===== config.mk =====
export PLATFORM = sky130hd
export DESIGN_NAME = hazard_ctrl_flat
export DESIGN_NICKNAME = d
export VERILOG_FILES = /design/src/rtl/hazard_ctrl_pkg.sv /design/src/rtl/hazard_ctrl_if.sv /design/src/rtl/hazard_ctrl_forward_unit.sv /design/src/rtl/hazard_ctrl.sv /design/src/flat_wrapper.sv
export SDC_FILE = /design/constraint.sdc
export NUM_CORES = 1
export LEC_CHECK = 0
export ABC_AREA = 1
export BUFFER_PORTS_ARGS = -buffer_cell sky130_fd_sc_hd__clkbuf_2
export CELL_PAD_IN_SITES_DETAIL_PLACEMENT = 2
export CELL_PAD_IN_SITES_GLOBAL_PLACEMENT = 2
export CORE_ASPECT_RATIO = 0.8
export CORE_MARGIN = 2
export CORE_UTILIZATION = 30
export CTS_BUF_LIST = sky130_fd_sc_hd__clkbuf_2
export CTS_CLUSTER_DIAMETER = 120
export DETAILED_ROUTE_END_ITERATION = 16
export PLACE_DENSITY = 0.78
export SYNTH_ARGS = -nofsm -noshare
export SYNTH_HDL_FRONTEND = slang
export SYNTH_SLANG_ARGS = --single-unit

===== constraint.sdc =====
create_clock -name clk -period 3.4 [get_ports clk]
set_input_delay 0.51 -clock clk [delete_from_list [all_inputs] [get_ports clk]]
set_output_delay 0.51 -clock clk [all_outputs]
set_load 0.02 [all_outputs]

===== src/rtl/hazard_ctrl_pkg.sv =====
// Shared types for the hazard controller: FSM state encoding, forward-select
// codes and the per-operand forwarding decision.
package hazard_ctrl_pkg;

  typedef enum logic [1:0] {
    ST_INIT    = 2'd0,
    ST_RUN     = 2'd1,
    ST_MC_WAIT = 2'd2
  } state_t;

  localparam logic [1:0] FWD_RF  = 2'b00;
  localparam logic [1:0] FWD_MEM = 2'b10;
  localparam logic [1:0] FWD_WB  = 2'b01;

  // EX/MEM is the younger producer, so it wins a double match; x0 never forwards.
  function automatic logic [1:0] fwd_sel(input logic [4:0] rs,
                                         input logic [4:0] mem_rd,
                                         input logic       mem_we,
                                         input logic [4:0] wb_rd,
                                         input logic       wb_we);
    if (mem_we && (mem_rd != 5'd0) && (mem_rd == rs))
      return FWD_MEM;
    else if (wb_we && (wb_rd != 5'd0) && (wb_rd == rs))
      return FWD_WB;
    else
      return FWD_RF;
  endfunction

endpackage


===== src/rtl/hazard_ctrl_if.sv =====
// Pipeline-side bundle: register fields in, stall/flush/forward controls out.
// Handshake: none; every control is level-sensitive and valid each cycle.
interface hazard_ctrl_if #(
    parameter int CNT_W = 32
);
    logic [4:0]       if_id_rs1;
    logic [4:0]       if_id_rs2;
    logic             id_uses_rs1;
    logic             id_uses_rs2;
    logic [4:0]       id_ex_rd;
    logic [4:0]       id_ex_rs1;
    logic [4:0]       id_ex_rs2;
    logic             id_ex_memread;
    logic [4:0]       ex_mem_rd;
    logic [4:0]       mem_wb_rd;
    logic             ex_mem_regwrite;
    logic             mem_wb_regwrite;
    logic             branch_taken;
    logic             ex_busy;
    logic             pc_write;
    logic             if_id_write;
    logic             if_id_flush;
    logic             id_ex_flush;
    logic             id_ex_hold;
    logic             ex_mem_flush;
    logic [1:0]       forward_a;
    logic [1:0]       forward_b;
    logic [CNT_W-1:0] stall_cnt;
    logic [CNT_W-1:0] flush_cnt;
    logic             mc_timeout_err;

    modport master (
        output if_id_rs1, if_id_rs2, id_uses_rs1, id_uses_rs2,
               id_ex_rd, id_ex_rs1, id_ex_rs2, id_ex_memread,
               ex_mem_rd, mem_wb_rd, ex_mem_regwrite, mem_wb_regwrite,
               branch_taken, ex_busy,
        input  pc_write, if_id_write, if_id_flush, id_ex_flush, id_ex_hold,
               ex_mem_flush, forward_a, forward_b, stall_cnt, flush_cnt,
               mc_timeout_err
    );

    modport slave (
        input  if_id_rs1, if_id_rs2, id_uses_rs1, id_uses_rs2,
               id_ex_rd, id_ex_rs1, id_ex_rs2, id_ex_memread,
               ex_mem_rd, mem_wb_rd, ex_mem_regwrite, mem_wb_regwrite,
               branch_taken, ex_busy,
        output pc_write, if_id_write, if_id_flush, id_ex_flush, id_ex_hold,
               ex_mem_flush, forward_a, forward_b, stall_cnt, flush_cnt,
               mc_timeout_err
    );
endinterface


===== src/rtl/hazard_ctrl_forward_unit.sv =====
// EX-operand forwarding selects for both ALU operands; forced to the
// register file while the pipeline is still being flushed after reset.
module hazard_ctrl_forward_unit
  import hazard_ctrl_pkg::*;
(
    input  logic       enable,
    input  logic [4:0] id_ex_rs1,
    input  logic [4:0] id_ex_rs2,
    input  logic [4:0] ex_mem_rd,
    input  logic [4:0] mem_wb_rd,
    input  logic       ex_mem_regwrite,
    input  logic       mem_wb_regwrite,
    output logic [1:0] forward_a,
    output logic [1:0] forward_b
);
    always_comb begin
        forward_a = FWD_RF;
        forward_b = FWD_RF;
        if (enable) begin
            forward_a = fwd_sel(id_ex_rs1, ex_mem_rd, ex_mem_regwrite, mem_wb_rd, mem_wb_regwrite);
            forward_b = fwd_sel(id_ex_rs2, ex_mem_rd, ex_mem_regwrite, mem_wb_rd, mem_wb_regwrite);
        end
    end
endmodule


===== src/rtl/hazard_ctrl.sv =====
// Pipeline hazard controller: post-reset flush, branch flush, load-use stall,
// multicycle-EX freeze with timeout, forwarding selects and perf counters.
module hazard_ctrl
  import hazard_ctrl_pkg::*;
#(
    parameter int INIT_FLUSH_CYCLES = 4,
    parameter int MC_TIMEOUT        = 64,
    parameter int CNT_W             = 32
) (
    input  logic         clk,
    input  logic         rst_n,
    hazard_ctrl_if.slave bus,
    output state_t       state_dbg
);
    localparam int INIT_W = $clog2(INIT_FLUSH_CYCLES + 1);
    localparam int WAIT_W = $clog2(MC_TIMEOUT + 1);

    state_t             state;
    logic [INIT_W-1:0]  init_cnt;
    logic [WAIT_W-1:0]  wait_cnt;
    logic [CNT_W-1:0]   stall_cnt;
    logic [CNT_W-1:0]   flush_cnt;
    logic               mc_timeout_err;

    logic load_use;
    logic stall_inc;
    logic flush_inc;
    logic pc_write, if_id_write, if_id_flush, id_ex_flush, id_ex_hold, ex_mem_flush;

    assign load_use = bus.id_ex_memread && (bus.id_ex_rd != 5'd0) &&
                      ((bus.id_uses_rs1 && (bus.id_ex_rd == bus.if_id_rs1)) ||
                       (bus.id_uses_rs2 && (bus.id_ex_rd == bus.if_id_rs2)));

    always_comb begin
        pc_write     = 1'b1;
        if_id_write  = 1'b1;
        if_id_flush  = 1'b0;
        id_ex_flush  = 1'b0;
        id_ex_hold   = 1'b0;
        ex_mem_flush = 1'b0;
        stall_inc    = 1'b0;
        flush_inc    = 1'b0;
        case (state)
            ST_RUN: begin
                if (bus.branch_taken) begin
                    if_id_flush = 1'b1;
                    id_ex_flush = 1'b1;
                    flush_inc   = 1'b1;
                end else if (bus.ex_busy) begin
                    pc_write     = 1'b0;
                    if_id_write  = 1'b0;
                    id_ex_hold   = 1'b1;
                    ex_mem_flush = 1'b1;
                    stall_inc    = 1'b1;
                end else if (load_use) begin
                    pc_write    = 1'b0;
                    if_id_write = 1'b0;
                    id_ex_flush = 1'b1;
                    stall_inc   = 1'b1;
                end
            end
            ST_MC_WAIT: begin
                // A multicycle op cannot be a branch, so branch_taken is not looked at here.
                if (bus.ex_busy) begin
                    pc_write     = 1'b0;
                    if_id_write  = 1'b0;
                    id_ex_hold   = 1'b1;
                    ex_mem_flush = 1'b1;
                    stall_inc    = 1'b1;
                end
            end
            default: begin
                pc_write     = 1'b0;
                if_id_write  = 1'b0;
                if_id_flush  = 1'b1;
                id_ex_flush  = 1'b1;
                ex_mem_flush = 1'b1;
            end
        endcase
    end

    always_ff @(posedge clk or negedge rst_n) begin
        if (!rst_n) begin
            state          <= ST_INIT;
            init_cnt       <= '0;
            wait_cnt       <= '0;
            stall_cnt      <= '0;
            flush_cnt      <= '0;
            mc_timeout_err <= 1'b0;
        end else begin
            if (stall_inc && (stall_cnt != '1)) stall_cnt <= stall_cnt + CNT_W'(1);
            if (flush_inc && (flush_cnt != '1)) flush_cnt <= flush_cnt + CNT_W'(1);
            case (state)
                ST_INIT: begin
                    if (init_cnt == INIT_W'(INIT_FLUSH_CYCLES - 1)) state <= ST_RUN;
                    else init_cnt <= init_cnt + INIT_W'(1);
                end
                ST_RUN: begin
                    if (!bus.branch_taken && bus.ex_busy) begin
                        state    <= ST_MC_WAIT;
                        wait_cnt <= '0;
                    end
                end
                ST_MC_WAIT: begin
                    if (!bus.ex_busy) state <= ST_RUN;
                    else if (wait_cnt == WAIT_W'(MC_TIMEOUT - 1)) mc_timeout_err <= 1'b1;
                    else wait_cnt <= wait_cnt + WAIT_W'(1);
                end
                default: state <= ST_INIT;
            endcase
        end
    end

    hazard_ctrl_forward_unit u_fwd (
        .enable          (state != ST_INIT),
        .id_ex_rs1       (bus.id_ex_rs1),
        .id_ex_rs2       (bus.id_ex_rs2),
        .ex_mem_rd       (bus.ex_mem_rd),
        .mem_wb_rd       (bus.mem_wb_rd),
        .ex_mem_regwrite (bus.ex_mem_regwrite),
        .mem_wb_regwrite (bus.mem_wb_regwrite),
        .forward_a       (bus.forward_a),
        .forward_b       (bus.forward_b)
    );

    assign bus.pc_write       = pc_write;
    assign bus.if_id_write    = if_id_write;
    assign bus.if_id_flush    = if_id_flush;
    assign bus.id_ex_flush    = id_ex_flush;
    assign bus.id_ex_hold     = id_ex_hold;
    assign bus.ex_mem_flush   = ex_mem_flush;
    assign bus.stall_cnt      = stall_cnt;
    assign bus.flush_cnt      = flush_cnt;
    assign bus.mc_timeout_err = mc_timeout_err;
    assign state_dbg          = state;
endmodule


===== src/flat_wrapper.sv =====
// flat-port wrapper written by rule: the top's interface ports become plain ports
module hazard_ctrl_flat import hazard_ctrl_pkg::*;
#(
    parameter int INIT_FLUSH_CYCLES = 4,
    parameter int MC_TIMEOUT        = 64,
    parameter int CNT_W             = 32
)
  (clk, rst_n, state_dbg, bus_if_id_rs1, bus_if_id_rs2, bus_id_uses_rs1, bus_id_uses_rs2, bus_id_ex_rd, bus_id_ex_rs1, bus_id_ex_rs2, bus_id_ex_memread, bus_ex_mem_rd, bus_mem_wb_rd, bus_ex_mem_regwrite, bus_mem_wb_regwrite, bus_branch_taken, bus_ex_busy, bus_pc_write, bus_if_id_write, bus_if_id_flush, bus_id_ex_flush, bus_id_ex_hold, bus_ex_mem_flush, bus_forward_a, bus_forward_b, bus_stall_cnt, bus_flush_cnt, bus_mc_timeout_err);
  hazard_ctrl_if #(.CNT_W(CNT_W)) bus_i ();
  input  logic clk;
  input  logic rst_n;
  output state_t state_dbg;
  input wire logic [$bits(bus_i.if_id_rs1)-1:0] bus_if_id_rs1;
  input wire logic [$bits(bus_i.if_id_rs2)-1:0] bus_if_id_rs2;
  input wire logic [$bits(bus_i.id_uses_rs1)-1:0] bus_id_uses_rs1;
  input wire logic [$bits(bus_i.id_uses_rs2)-1:0] bus_id_uses_rs2;
  input wire logic [$bits(bus_i.id_ex_rd)-1:0] bus_id_ex_rd;
  input wire logic [$bits(bus_i.id_ex_rs1)-1:0] bus_id_ex_rs1;
  input wire logic [$bits(bus_i.id_ex_rs2)-1:0] bus_id_ex_rs2;
  input wire logic [$bits(bus_i.id_ex_memread)-1:0] bus_id_ex_memread;
  input wire logic [$bits(bus_i.ex_mem_rd)-1:0] bus_ex_mem_rd;
  input wire logic [$bits(bus_i.mem_wb_rd)-1:0] bus_mem_wb_rd;
  input wire logic [$bits(bus_i.ex_mem_regwrite)-1:0] bus_ex_mem_regwrite;
  input wire logic [$bits(bus_i.mem_wb_regwrite)-1:0] bus_mem_wb_regwrite;
  input wire logic [$bits(bus_i.branch_taken)-1:0] bus_branch_taken;
  input wire logic [$bits(bus_i.ex_busy)-1:0] bus_ex_busy;
  output wire logic [$bits(bus_i.pc_write)-1:0] bus_pc_write;
  output wire logic [$bits(bus_i.if_id_write)-1:0] bus_if_id_write;
  output wire logic [$bits(bus_i.if_id_flush)-1:0] bus_if_id_flush;
  output wire logic [$bits(bus_i.id_ex_flush)-1:0] bus_id_ex_flush;
  output wire logic [$bits(bus_i.id_ex_hold)-1:0] bus_id_ex_hold;
  output wire logic [$bits(bus_i.ex_mem_flush)-1:0] bus_ex_mem_flush;
  output wire logic [$bits(bus_i.forward_a)-1:0] bus_forward_a;
  output wire logic [$bits(bus_i.forward_b)-1:0] bus_forward_b;
  output wire logic [$bits(bus_i.stall_cnt)-1:0] bus_stall_cnt;
  output wire logic [$bits(bus_i.flush_cnt)-1:0] bus_flush_cnt;
  output wire logic [$bits(bus_i.mc_timeout_err)-1:0] bus_mc_timeout_err;
  assign bus_i.if_id_rs1 = bus_if_id_rs1;
  assign bus_i.if_id_rs2 = bus_if_id_rs2;
  assign bus_i.id_uses_rs1 = bus_id_uses_rs1;
  assign bus_i.id_uses_rs2 = bus_id_uses_rs2;
  assign bus_i.id_ex_rd = bus_id_ex_rd;
  assign bus_i.id_ex_rs1 = bus_id_ex_rs1;
  assign bus_i.id_ex_rs2 = bus_id_ex_rs2;
  assign bus_i.id_ex_memread = bus_id_ex_memread;
  assign bus_i.ex_mem_rd = bus_ex_mem_rd;
  assign bus_i.mem_wb_rd = bus_mem_wb_rd;
  assign bus_i.ex_mem_regwrite = bus_ex_mem_regwrite;
  assign bus_i.mem_wb_regwrite = bus_mem_wb_regwrite;
  assign bus_i.branch_taken = bus_branch_taken;
  assign bus_i.ex_busy = bus_ex_busy;
  assign bus_pc_write = bus_i.pc_write;
  assign bus_if_id_write = bus_i.if_id_write;
  assign bus_if_id_flush = bus_i.if_id_flush;
  assign bus_id_ex_flush = bus_i.id_ex_flush;
  assign bus_id_ex_hold = bus_i.id_ex_hold;
  assign bus_ex_mem_flush = bus_i.ex_mem_flush;
  assign bus_forward_a = bus_i.forward_a;
  assign bus_forward_b = bus_i.forward_b;
  assign bus_stall_cnt = bus_i.stall_cnt;
  assign bus_flush_cnt = bus_i.flush_cnt;
  assign bus_mc_timeout_err = bus_i.mc_timeout_err;
  hazard_ctrl #(.INIT_FLUSH_CYCLES(INIT_FLUSH_CYCLES), .MC_TIMEOUT(MC_TIMEOUT), .CNT_W(CNT_W)) u_core (.clk(clk), .rst_n(rst_n), .bus(bus_i), .state_dbg(state_dbg));
endmodule

## Word-level counts from Yosys, hierarchy flattened

Cells that the tools add are included.

| word-level totals | value |
|---|---|
| bits in registers | 77 |
| input bits | 44 |
| output and inout port bits | 77 |
| word-level logic and storage cells | 86 |

| cells by class | value |
|---|---|
| $add $sub $neg | 4 |
| equal/unequal tests | 17 |
| muxes and demuxes | 33 |
| bitwise operators | 1 |
| reduce and logical (&&, ||, !) cells | 25 |

Operators with widths:

| kind | number |
|---|---|
| adder 32 x 1 -> 32 bit (second input constant) | 2 |
| != test 32 bit (second input constant) | 2 |
| equality test 5 bit | 6 |
| two-way mux 7 bit | 3 |
| two-way mux 1 bit | 15 |
| nonzero test 5 bit | 3 |
| two-way mux 2 bit | 7 |
| one-hot mux 7 bit (2 select lines) | 1 |
| logical AND 1 bit | 13 |
| one-hot mux 1 bit (2 select lines) | 6 |
| adder 7 x 1 -> 7 bit (second input constant) | 1 |
| equality test 7 x 6 -> 1 bit (second input constant) | 1 |
| != test 2 bit (second input constant) | 3 |
| one-hot mux 2 bit (3 select lines) | 1 |
| AND reduction 3 bit | 2 |
| != test 2 x 1 -> 1 bit (second input constant) | 2 |
| AND reduction 4 bit | 1 |
| nonzero test 2 bit | 2 |
| adder 3 x 1 -> 3 bit (second input constant) | 1 |
| equality test 3 x 2 -> 1 bit (second input constant) | 1 |
| equality test 2 x 1 -> 1 bit (second input constant) | 1 |
| equality test 2 bit (second input constant) | 1 |
| zero test 2 bit | 1 |
| AND reduction 2 bit | 1 |
| 3 further kinds | 3 |

## Longest topological paths before layout

| depth | value |
|---|---|
| depth in word-level cells | 9 |
| gate-level depth with buffers | 15 |
| depth with buffers taken out | 13 |

## Cells and area by module

A second synthesis with hierarchy kept.

| second synthesis, totals | value |
|---|---|
| cell total of the unflattened synthesis | 754 |
| area, all modules | 5,258.8 um2 |

By module, submodules not included:

| module | instances | cells each | area each (um2) | sequential area each (um2) |
|---|---|---|---|---|
| hazard_ctrl | 1 | 658 | 4,862.2 | 1,926.8 |
| hazard_ctrl_forward_unit | 1 | 96 | 396.6 | 0.0 |

## Worst setup path after synthesis

OpenSTA, ideal clock, no wires.

| timing | value |
|---|---|
| path type | register to output |
| start | register u_core.state[0] (netlist: u_core.state_dbg[0]) |
| end | output bus_pc_write |
| data arrival time | 1,873 ps |
| required time | 2,890 ps |
| path slack | 1,017 ps |
| stages on the path, launching flop included | 7 |
| path buffers | 2 |
| cell sequence | dfrtp_1 > inv_1 > ha_1 > clkbuf_1 > inv_1 > a21oi_1 > buf_4 |

| between the ends | value |
|---|---|
| longest elaborated chain between the ends | 2 |
| elaborated cells on any way between the ends | 3 |
| classes of those cells | 2 x eq/ne; 1 x mux |

RTL lines:

| element | RTL line | RTL |
|---|---|---|
| start: declaration | hazard_ctrl.sv:18 | `state_t state;` |
| start signal: assignment | hazard_ctrl.sv:84 | `state <= ST_INIT;` |
| start signal: assignment | hazard_ctrl.sv:95 | `if (init_cnt == INIT_W'(INIT_FLUSH_CYCLES - 1)) state <= ST_RUN;` |
| start signal: assignment | hazard_ctrl.sv:100 | `state <= ST_MC_WAIT;` |
| equality test 2 bit / equality test 2 x 1 -> 1 bit (equally long branches) | n/a |  |
| one-hot mux 1 bit (2 select lines) (*) | n/a |  |
| end: declaration | flat_wrapper.sv:27 | `output wire logic [$bits(bus_i.pc_write)-1:0] bus_pc_write;` |

Mark *: on every way between the ends. The rest lies on a longest branch, timed or not.

## Worst setup path in the final report

| timing | value |
|---|---|
| start | register u_core.state[0] (netlist: u_core.state_dbg[0]) |
| end | output bus_pc_write |

| between the ends | value |
|---|---|
| longest elaborated chain between the ends | 2 |
| elaborated cells on any way between the ends | 3 |
| classes of those cells | 2 x eq/ne; 1 x mux |

RTL lines:

| element | RTL line | RTL |
|---|---|---|
| equality test 2 bit / equality test 2 x 1 -> 1 bit (equally long branches) | hazard_ctrl.sv:43 | `case (state)` |
| one-hot mux 1 bit (2 select lines) (*) | hazard_ctrl.sv:43 |  |

Marked as above.

==> flow_summary_export.csv <==
group,metric,value,unit
status,status,"finished, final reports clean",
global_route,antenna_found_initial,0,
clocking,clockBufferDepth,2,
final_layout,drive_above_1_share,0.222,
global_route,grt_max_degree,78,
clocking,cts_hold_buf,0,
routing,wl_per_cell,17.0,um
clocking,cts_tree,"yes",
final_layout,finalNetCount,886,
global_route,grt_pass1_vias,5680,
clocking,cts_htree_levels,3,
worst_hold_path,hold_class,"in -> async",
setup_path,cp.arrival,2.25,ns
setup_path,r2r-end,"u_core.bus.stall_cnt[28]",
clocking,cts_resized,0,
floorplanning,die_height,122,um
routing,routed_via_density,4.94,
routing,vias,5251,
sta,holdWs,0.0769,ns
setup_path,r2r_slack,1.06,ns
sta,setup_viol,0,
sta,fmax,362,MHz
setup_path,cp-start-kind,"flip-flop",
place,hpwl,14.2,mm
sta,hold_viol,0,
floorplanning,start_util,0.304,
logic_synthesis,synth_flop_cell,"dfrtp_1",
routing,route.detailed.drc,0,
setup_path,rr_startpoint,"u_core.bus.stall_cnt[0]",
routing,first_pass_iters,4,
sta,grt_setup_unrepaired,"no",
place,gp_congestion,0.844,
logic_synthesis,syn_inst,718,
routing,ant_nets,0,
global_route,grt_pass1_wl,29.4,mm
logic_synthesis,async_flop_share,1.00,
routing,drt-initial-drc-count,185,
sta,tightest_slew,1.05,ns
floorplanning,io_pins,121,
floorplanning,core_area,17200,um2
final_layout,num-fill-cells,2116,
sta,maxSlewHeadroom,0.302,
clocking,clk_pin_slew,0.22,ns
sta,period_share,0.813,
clocking,clockRootBuffer,"clkbuf_2",
global_route,grt_usage,0.201,
routing,finalWirelength,18.1,mm
place,port_buffers,120,
setup_path,worstPathRequired,2.89,ns
sta,layout_min_cycle_time,2.76,ns
logic_synthesis,ys.warnings.count,0,
setup_path,end_kind,"primary output",
floorplanning,die_w,152,um
clocking,cts_buffers,9,
clocking,post_cts_buffers,0,
sta,finClkSkew,0.0394,ns
final_layout,syn_to_final_growth,17.7,%
logic_synthesis,synth_fp_nets,770,
setup_path,crit_fanout,12,
clocking,cts_sinks,77,
logic_synthesis,synth-seq-area-share,0.368,
setup_path,cp-endpoint,"bus_pc_write",
floorplanning,die_area,18600,um2
setup_path,rr_worst_depth,9,
logic_synthesis,yosys.cell_types.count,42,
final_layout,num_antenna_cells,0,
global_route,overflow,0,
power_and_ir_drop,leakage,3.14,nW
flow_run,maxCapViolations,0,
logic_synthesis,ys_ff_latch,77,
logic_synthesis,syn_avg_cell_area,7.30,um2
final_layout,layout_commonest_cell,"nand2_1",
power_and_ir_drop,p_per_area,476,nW/um2
final_layout,final_cell_mix,"nand2_1, clkbuf_2, nor2_1",
logic_synthesis,synth_edf_count,0,
setup_path,cp-startpoint,"u_core.state_dbg[0]",
floorplanning,rows,43,
logic_synthesis,mappedNetlistArea,5240,um2
setup_path,worst-setup-path-type,"reg -> out",
sta,fin_setup_tns,0,ns
clocking,clkLatencyLatePin,0.59,ns
power_and_ir_drop,peakVddDrop,248,uV
sta,slew_violations,0,
layout make-up:
class / instances / area, um2 / share of cell area
Multi-Input combinational cell: 538 / 2880 / 0.467
Sequential cell: 77 / 1930 / 0.312
Timing Repair Buffer: 123 / 626 / 0.101
Clock inverter: 7 / 90.1 / 0.0146
Tap cell: 225 / 282 / 0.0456
Inverter: 85 / 319 / 0.0517
Clock buffer: 9 / 45.0 / 0.00730
cells in the mapped netlist (9+ instances only):
cell,number,area [um2]
a21oi_1,9,45.0
dfrtp_1,77,1930
inv_1,69,259
inv_2,13,48.8
nand2_1,212,796
nand2_2,12,75.1
nand3_1,27,135
nand4_1,46,288
nor2_1,78,293
nor3_1,23,115
o21ai_0,9,45.0
xnor2_1,18,158
xor2_1,53,464
cells by family (layout without fill, tap and decap cells):
group,Yosys count,after routing,share of synthesized area
flops,77,77,0.368
simple gates,427,427,0.375
fa+ha+maj,8,8,0.0191
compound gates,32,32,0.0365
xor+xnor,71,71,0.119
buf+inv,103,224,0.0828
metrics by stage:
stage | utilization | area (um2) | std cells | total power [W] | setup slack [ns]
4_1_cts | 0.358 | 6170 | 1064 | 0.00298 | 0.521
2_1_floorplan | - | 5240 | 718 | 0.00194 | 1.02
5_1_grt | 0.358 | 6170 | 1064 | 0.00316 | 0.390
6_report | 0.358 | 6170 | 1064 | 0.00294 | 0.637
3_5_place_dp | 0.350 | 6030 | 1048 | 0.00236 | 0.883
3_3_place_gp | 0.350 | 6030 | 1048 | 0.00229 | 1.03
critical path: stages, from the launching register on:
cell and delay (ns):
dfrtp_1 0.43, inv_1 0.09, ha_1 0.55, inv_1 0.11, a21oi_1 0.26, clkbuf_2 0.23
flip-flops by register name, summed over array words and instances, names as in the netlist:
| signal | count |
|---|---|
| u_core.bus.flush_cnt | 32 |
| u_core.bus.stall_cnt | 32 |
| u_core.wait_cnt | 7 |
| u_core.init_cnt | 3 |
| u_core.state_dbg | 2 |
| u_core.bus.mc_timeout_err | 1 |
worst min-delay path by stage:
stage                                          from                        end  slack, ns  depth (start not counted)
final                                         rst_n   u_core.bus.stall_cnt[16]       0.08                          1
after global routing                          rst_n   u_core.bus.stall_cnt[24]       0.08                          1
after CTS                                     rst_n   u_core.bus.stall_cnt[16]       0.06                          1
after detailed placement  u_core.bus.mc_timeout_err  u_core.bus.mc_timeout_err       0.46                          1
after global placement           u_core.init_cnt[1]         u_core.init_cnt[1]       0.46                          2
after floorplan                               rst_n    u_core.bus.flush_cnt[0]       0.21                          0
layer usage:
| metal | wire length (um) | track usage |
|---|---|---|
| met5 | 0 | 0 |
| met4 | 208 | 0.0434 |
| met3 | 793 | 0.0405 |
| met2 | 8460 | 0.334 |
| met1 | 8620 | 0.271 |
power by group:
group          internal, W  switching, W
logic             0.000328      0.000887
clock network     0.000239      0.000359
registers          0.00101      0.000114
total              0.00158       0.00136
(Power assumes the default switching activity.)
